`config.mk`:
```
export PLATFORM = sky130hd
export DESIGN_NAME = hog_frame_ctrl
export DESIGN_NICKNAME = d
export VERILOG_FILES = /design/src/rtl/hog_frame_ctrl.sv
export SDC_FILE = /design/constraint.sdc
export NUM_CORES = 1
export LEC_CHECK = 0
export BUFFER_PORTS_ARGS = -buffer_cell sky130_fd_sc_hd__buf_2
export CAP_MARGIN = 20
export CORE_UTILIZATION = 35
export DETAILED_ROUTE_END_ITERATION = 8
export MAX_ROUTING_LAYER = met4
export SLEW_MARGIN = 20
export SYNTH_ARGS = -nofsm -noshare
export SYNTH_HDL_FRONTEND = slang
export SYNTH_SLANG_ARGS = --single-unit
```
`constraint.sdc`:
```
create_clock -name aclk -period 3.95 [get_ports aclk]
set_clock_uncertainty 0.2 [all_clocks]
set_input_delay 0.1975 -clock aclk [delete_from_list [all_inputs] [get_ports aclk]]
set_output_delay 0.1975 -clock aclk [all_outputs]
set_load 0.005 [all_outputs]
```
`src/rtl/hog_frame_ctrl.sv`:
```
// Frame-level sequencer for the HOG pipeline: start/ready handshake, one frame of
// pixel metering, end-of-frame finish pulse, completion/timeout tracking and frame stats.
module hog_frame_ctrl #(
  parameter int unsigned     IMAGE_SIZE = 18495,
  parameter int unsigned     PIX_CNT_W  = 15,
  parameter int unsigned     TO_W       = 24,
  parameter logic [TO_W-1:0] TIMEOUT    = 24'd4000000
) (
  input  logic        aclk,
  input  logic        arest_n,
  input  logic        start,
  input  logic        abort,
  output logic        busy,
  output logic        done,
  output logic        done_sticky,
  output logic        err_timeout,
  output logic [15:0] frame_cnt,
  output logic [31:0] cycle_cnt,
  input  logic [7:0]  s_p,
  input  logic        s_p_valid,
  output logic        s_p_ready,
  input  logic        hog_ready,
  input  logic        histogram_done,
  input  logic        write_feature_done,
  output logic [7:0]  p,
  output logic        p_valid,
  output logic        finish
);

  localparam logic [2:0] ST_IDLE     = 3'd0;
  localparam logic [2:0] ST_WAIT_RDY = 3'd1;
  localparam logic [2:0] ST_STREAM   = 3'd2;
  localparam logic [2:0] ST_FLUSH    = 3'd3;
  localparam logic [2:0] ST_WRITE    = 3'd4;
  localparam logic [2:0] ST_DONE     = 3'd5;

  localparam logic [PIX_CNT_W-1:0] LAST_PIX = PIX_CNT_W'(IMAGE_SIZE);
  localparam logic [TO_W-1:0]      TO_LAST  = TIMEOUT - TO_W'(1);

  function automatic logic [31:0] sat_inc32(input logic [31:0] v);
    return (v == 32'hFFFF_FFFF) ? v : v + 32'd1;
  endfunction

  logic [2:0]           state_q, state_d;
  logic [PIX_CNT_W-1:0] pix_cnt_q, pix_cnt_d;
  logic [TO_W-1:0]      to_cnt_q, to_cnt_d;
  logic [31:0]          cyc_q, cyc_d;
  logic [7:0]           p_q, p_d;
  logic                 p_valid_q, p_valid_d;
  logic                 last_q, last_d;
  logic                 finish_q, finish_d;
  logic                 done_q, done_d;
  logic                 done_sticky_q, done_sticky_d;
  logic                 err_q, err_d;
  logic [15:0]          frame_cnt_q, frame_cnt_d;
  logic [31:0]          cycle_cnt_q, cycle_cnt_d;

  logic beat_s, abort_s, accept_s, to_run_s, to_hit_s;

  // Next-state, counters and output-register inputs
  always_comb begin
    beat_s   = s_p_valid && (state_q == ST_STREAM);
    abort_s  = abort && (state_q != ST_IDLE);
    accept_s = start && !abort && (state_q == ST_IDLE);
    to_run_s = (state_q == ST_WAIT_RDY) || (state_q == ST_FLUSH) || (state_q == ST_WRITE);
    to_hit_s = to_run_s && (to_cnt_q == TO_LAST);

    state_d       = state_q;
    pix_cnt_d     = pix_cnt_q;
    cyc_d         = cyc_q;
    p_d           = p_q;
    p_valid_d     = beat_s;
    done_d        = 1'b0;
    done_sticky_d = done_sticky_q;
    err_d         = err_q;
    frame_cnt_d   = frame_cnt_q;
    cycle_cnt_d   = cycle_cnt_q;

    // Abort overrides every other transition, including a same-cycle start.
    if (abort_s) begin
      state_d = ST_IDLE;
    end else begin
      case (state_q)
        ST_IDLE: begin
          if (accept_s) state_d = ST_WAIT_RDY;
          else          state_d = ST_IDLE;
        end
        ST_WAIT_RDY: begin
          if (hog_ready) begin
            state_d = ST_STREAM;
          end else if (to_hit_s) begin
            state_d = ST_IDLE;
            err_d   = 1'b1;
          end else begin
            state_d = ST_WAIT_RDY;
          end
        end
        ST_STREAM: begin
          if (beat_s && (pix_cnt_q == LAST_PIX)) state_d = ST_FLUSH;
          else                                   state_d = ST_STREAM;
        end
        ST_FLUSH: begin
          if (histogram_done) begin
            state_d = ST_WRITE;
          end else if (to_hit_s) begin
            state_d = ST_IDLE;
            err_d   = 1'b1;
          end else begin
            state_d = ST_FLUSH;
          end
        end
        ST_WRITE: begin
          if (write_feature_done) begin
            state_d = ST_DONE;
          end else if (to_hit_s) begin
            state_d = ST_IDLE;
            err_d   = 1'b1;
          end else begin
            state_d = ST_WRITE;
          end
        end
        ST_DONE: state_d = ST_IDLE;
        default: state_d = ST_IDLE;
      endcase
    end

    if ((state_d != state_q) || !to_run_s) to_cnt_d = '0;
    else                                   to_cnt_d = to_cnt_q + TO_W'(1);

    // The frame's cycle count starts at 1 in the WAIT_RDY cycle following start.
    if (accept_s) begin
      pix_cnt_d     = '0;
      cyc_d         = 32'd1;
      done_sticky_d = 1'b0;
      err_d         = 1'b0;
    end else if (state_q != ST_IDLE) begin
      cyc_d = sat_inc32(cyc_q);
    end else begin
      cyc_d = cyc_q;
    end

    if (beat_s) begin
      pix_cnt_d = pix_cnt_q + PIX_CNT_W'(1);
      p_d       = s_p;
    end else begin
      p_d       = p_q;
    end

    last_d   = beat_s && (pix_cnt_q == LAST_PIX) && !abort_s;
    finish_d = last_q && !abort_s;

    if ((state_q == ST_WRITE) && (state_d == ST_DONE)) begin
      done_d        = 1'b1;
      done_sticky_d = 1'b1;
      frame_cnt_d   = frame_cnt_q + 16'd1;
      cycle_cnt_d   = sat_inc32(cyc_q);
    end else begin
      frame_cnt_d   = frame_cnt_q;
    end
  end

  // State and output registers
  always_ff @(posedge aclk or negedge arest_n) begin
    if (!arest_n) begin
      state_q       <= ST_IDLE;
      pix_cnt_q     <= '0;
      to_cnt_q      <= '0;
      cyc_q         <= 32'd0;
      p_q           <= 8'd0;
      p_valid_q     <= 1'b0;
      last_q        <= 1'b0;
      finish_q      <= 1'b0;
      done_q        <= 1'b0;
      done_sticky_q <= 1'b0;
      err_q         <= 1'b0;
      frame_cnt_q   <= 16'd0;
      cycle_cnt_q   <= 32'd0;
    end else begin
      state_q       <= state_d;
      pix_cnt_q     <= pix_cnt_d;
      to_cnt_q      <= to_cnt_d;
      cyc_q         <= cyc_d;
      p_q           <= p_d;
      p_valid_q     <= p_valid_d;
      last_q        <= last_d;
      finish_q      <= finish_d;
      done_q        <= done_d;
      done_sticky_q <= done_sticky_d;
      err_q         <= err_d;
      frame_cnt_q   <= frame_cnt_d;
      cycle_cnt_q   <= cycle_cnt_d;
    end
  end

  assign busy        = (state_q != ST_IDLE);
  assign s_p_ready   = (state_q == ST_STREAM);
  assign done        = done_q;
  assign done_sticky = done_sticky_q;
  assign err_timeout = err_q;
  assign frame_cnt   = frame_cnt_q;
  assign cycle_cnt   = cycle_cnt_q;
  assign p           = p_q;
  assign p_valid     = p_valid_q;
  assign finish      = finish_q;

endmodule

```
==> impl_results.md <==
* DP HPWL at 10500 microns
* Peak Freq at 0.302 GHz
* Reg2Reg Setup Slack at 640 ps
* Worst VDD drop at 325 uV
* Die H at 141 microns
* Filler Cell Count at 1834
* Clock Power Share at 36.3%
* Area growth from synthesis to layout at 19.9%
* Core box area at 18800 sq um
* Post CTS Setup Buffer Count at 0
* Clock Path Buffers at 2
* Reg2reg path depth at 9
* Synth area leaders: dfrtp_1, xnor2_1, nand2_1, nor2_1, o21ai_0
* Net Sw Power at 0.00152 W
* Synthesized instance count at 720
* Rows at 50
* Post-Synth XOR/XNOR Area at 8.69%
* I/O pin total at 79
* Top FF cell, synth: dfrtp_1
* Seq cells post-synth at 136
* Pint at 0.00309 W
* Nets at 815
* Fin crit share at 83.7%
* First-pass DRT Iterations at 5
* Die area at 19900 sq um
* Setup TNS at 0 ps
* Final Non-Filler Cells at 1068
* Logic gate share of total power at 24.2%
* Skew-Pair Late Insertion Delay at 420 ps
* Remaining antenna violation count at 0
* Mux share of post-synthesis cell area at 0.778%
* Routed len/inst at 14.7 microns
* Leading cell type in the layout, fill and taps excluded: dfrtp_1
* GRT Overall Usage at 17.4%
* Hold Buf Count CTS at 11
* Setup crit start kind: flip-flop
* H-Tree Depth at 4
* RePlAce Congestion at 0.767
* Syn_area_per_cell at 9.38 sq um
* Syn Std Cell Area at 6760 sq um
* Number of clock sinks at 136
* Starting Density at 35.9%
* Max-slew violation count at 0
* EDFF count, synth at 0
* DR DRC count at 0
* Area share of the largest cell type after synthesis at 50.4%
* Largest net degree at the start of global routing at 98
* Die Wd at 141 microns
* Sequential fraction of the synthesis area at 50.4%
* Compound-cell area share of the yosys netlist at 13.2%
* Synth area leader: dfrtp_1
* Least-Margin Pin Slew at 900 ps
* Hold EP: p[4]
* CP Max Fanout at 20
* Reg2reg end: cycle_cnt[0]
* Initial DRC Count at 425
* Final WL at 15700 microns
* Share of layout cells above drive strength 1 at 16.7%
* Hold Path Stages at 4
* Worst R2R Start: state_q[2]
* Endpoints failing hold at 0
* Worst Path Arrival at 3410 ps
* CTS resizes at 0
* RSZ-0062 raised after global routing: false
* Most frequent cells in the layout: dfrtp_1, nand2_1, nor2_1, buf_2, o21ai_0
* Switching Fraction at 32.9%
* Fin crit period at 3310 ps
* Critical path type: flip-flop to flip-flop
* Total CTS buffers at 17
* Synth Area in Simple Gates at 22.3%
* Max-cap violations at 0
* Largest family of logic cells by synthesized area: simple AND/OR/NAND/NOR gates
* Overflow after GRT at 0
* Synth Area in Adders at 0.889%
* Yosys cell types at 60
* Wire length of the first global-routing pass at 26600 microns
* YS warnings at 0
* Via/cell ratio at 5.07
* ANT cells at 0
* Setup violators final at 0
* Number of global-route vias before repair at 5127
* CTS root buf: clkbuf_16
* Post-synth net total at 740
* Hold Crit Class: input port to flip-flop
* Pwr/cell area at 569 nW/um^2
* Worst EP required at 4050 ps
* Crit. End Element: flip-flop
* HP Start: s_p_valid
* Relative slew margins at 40.0%
* Ys async rst share at 100%
* CTS tree: built
* Sequential share of power at 39.5%
* Initial antenna violation count at 0
* Clock-pin transition on the worst setup and hold timing paths at 60 ps
* Outcome: finished clean
* Placed cell count at 1025
* Leak at 3.70 nW
* Post-route core utilization at 43.0%
* Via count at 5419
* Number of I/O port buffers at 78
[routing by layer]
metal  global-route usage (%)  vias to the layer above  wire, microns
li1                         -                     2676              -
met1                     24.5                     2608           8130
met2                     25.3                      125           6860
met3                     3.63                       10            574
met4                     4.81                        0            119
met5                        -                        -              0
[worst max-delay path, cell delays in order (launching register included)]
cell and delay (ps):
dfrtp_1 550, nand2b_1 250, nor2_2 140, nand2_2 220, inv_1 110, buf_4 220, and4_1 360, a22oi_2 190
nor2_4 520, mux2_2 400
[synthesized netlist by cell type, types with 2 or more instances]
master / instances
o21ai_0: 49
a21oi_1: 45
buf_6: 4
buf_2: 7
a22o_1: 5
clkbuf_2: 4
nand2b_1: 4
dfrtp_1: 136
nor2_2: 2
mux2_2: 2
and4_1: 7
xnor2_1: 40
mux2i_1: 3
clkbuf_1: 25
o211ai_1: 3
o22ai_1: 2
ha_1: 4
o31ai_1: 11
nor2_1: 78
nor2b_1: 4
nand3_1: 42
a31oi_1: 17
or3_1: 8
a21o_1: 4
nand2_1: 78
nor4b_1: 2
and3_1: 30
nor4_1: 5
and2_1: 3
or2_2: 2
nand4_1: 19
xor2_1: 27
inv_1: 14
nor3_1: 8
[area by class of cell]
class / instances / area, sq um / share of cell area (%)
clock buffers: 20 / 457 / 5.64
clock inverters: 12 / 165 / 2.04
inverters: 15 / 56.3 / 0.695
multi-input cells: 528 / 3100 / 38.3
flip-flops and latches: 136 / 3400 / 42.0
well taps: 260 / 325 / 4.02
repair buffers: 97 / 592 / 7.31
[power groups by stage]
stage	Sequential, W	Clock [W]	Combinational [W]
after global placement	0.00185	0	0.00109
after CTS	0.00182	0.00171	0.00113
after floorplan	0.00180	0	0.000694
final	0.00182	0.00168	0.00112
after global routing	0.00186	0.00177	0.00126
after detailed placement	0.00184	0	0.00112
[flip-flops by register name, indices dropped and copies added (netlist names), 3 cells and up]
register / cells
cyc_q: 32
cycle_cnt: 32
frame_cnt: 16
p: 8
pix_cnt_q: 15
state_q: 3
to_cnt_q: 24
[through the flow]
stage	worst slack (ps)	hold WS [ps]	total power [W]	cell area, sq um
2_1_floorplan	1510	-298	0.00249	6760
5_1_grt	352	92.2	0.00489	8100
3_5_place_dp	658	169	0.00295	7370
3_3_place_gp	749	156	0.00294	7370
6_report	642	73.5	0.00461	8100
4_1_cts	650	65.6	0.00466	8100
[worst max-delay path by stage]
stage | startpoint | to
2_1_floorplan | cyc_q[14] | cyc_q[21]
4_1_cts | state_q[2] | cycle_cnt[0]
6_report | state_q[2] | cycle_cnt[0]
5_1_grt | state_q[2] | cycle_cnt[12]
3_3_place_gp | state_q[2] | cycle_cnt[0]
3_5_place_dp | state_q[2] | cycle_cnt[0]
[logic make-up (layout without fill, tap and decap cells)]
family | count (synthesis) | after routing
AOI/OAI and AO/OA | 149 | 149
xor gates and xnor gates | 67 | 67
adders and majority gates | 5 | 5
buffers and inverters | 56 | 144
DFF | 136 | 136
muxes | 5 | 5
and+or+nand+nor | 302 | 302
Power figures use the tool's default switching activity.
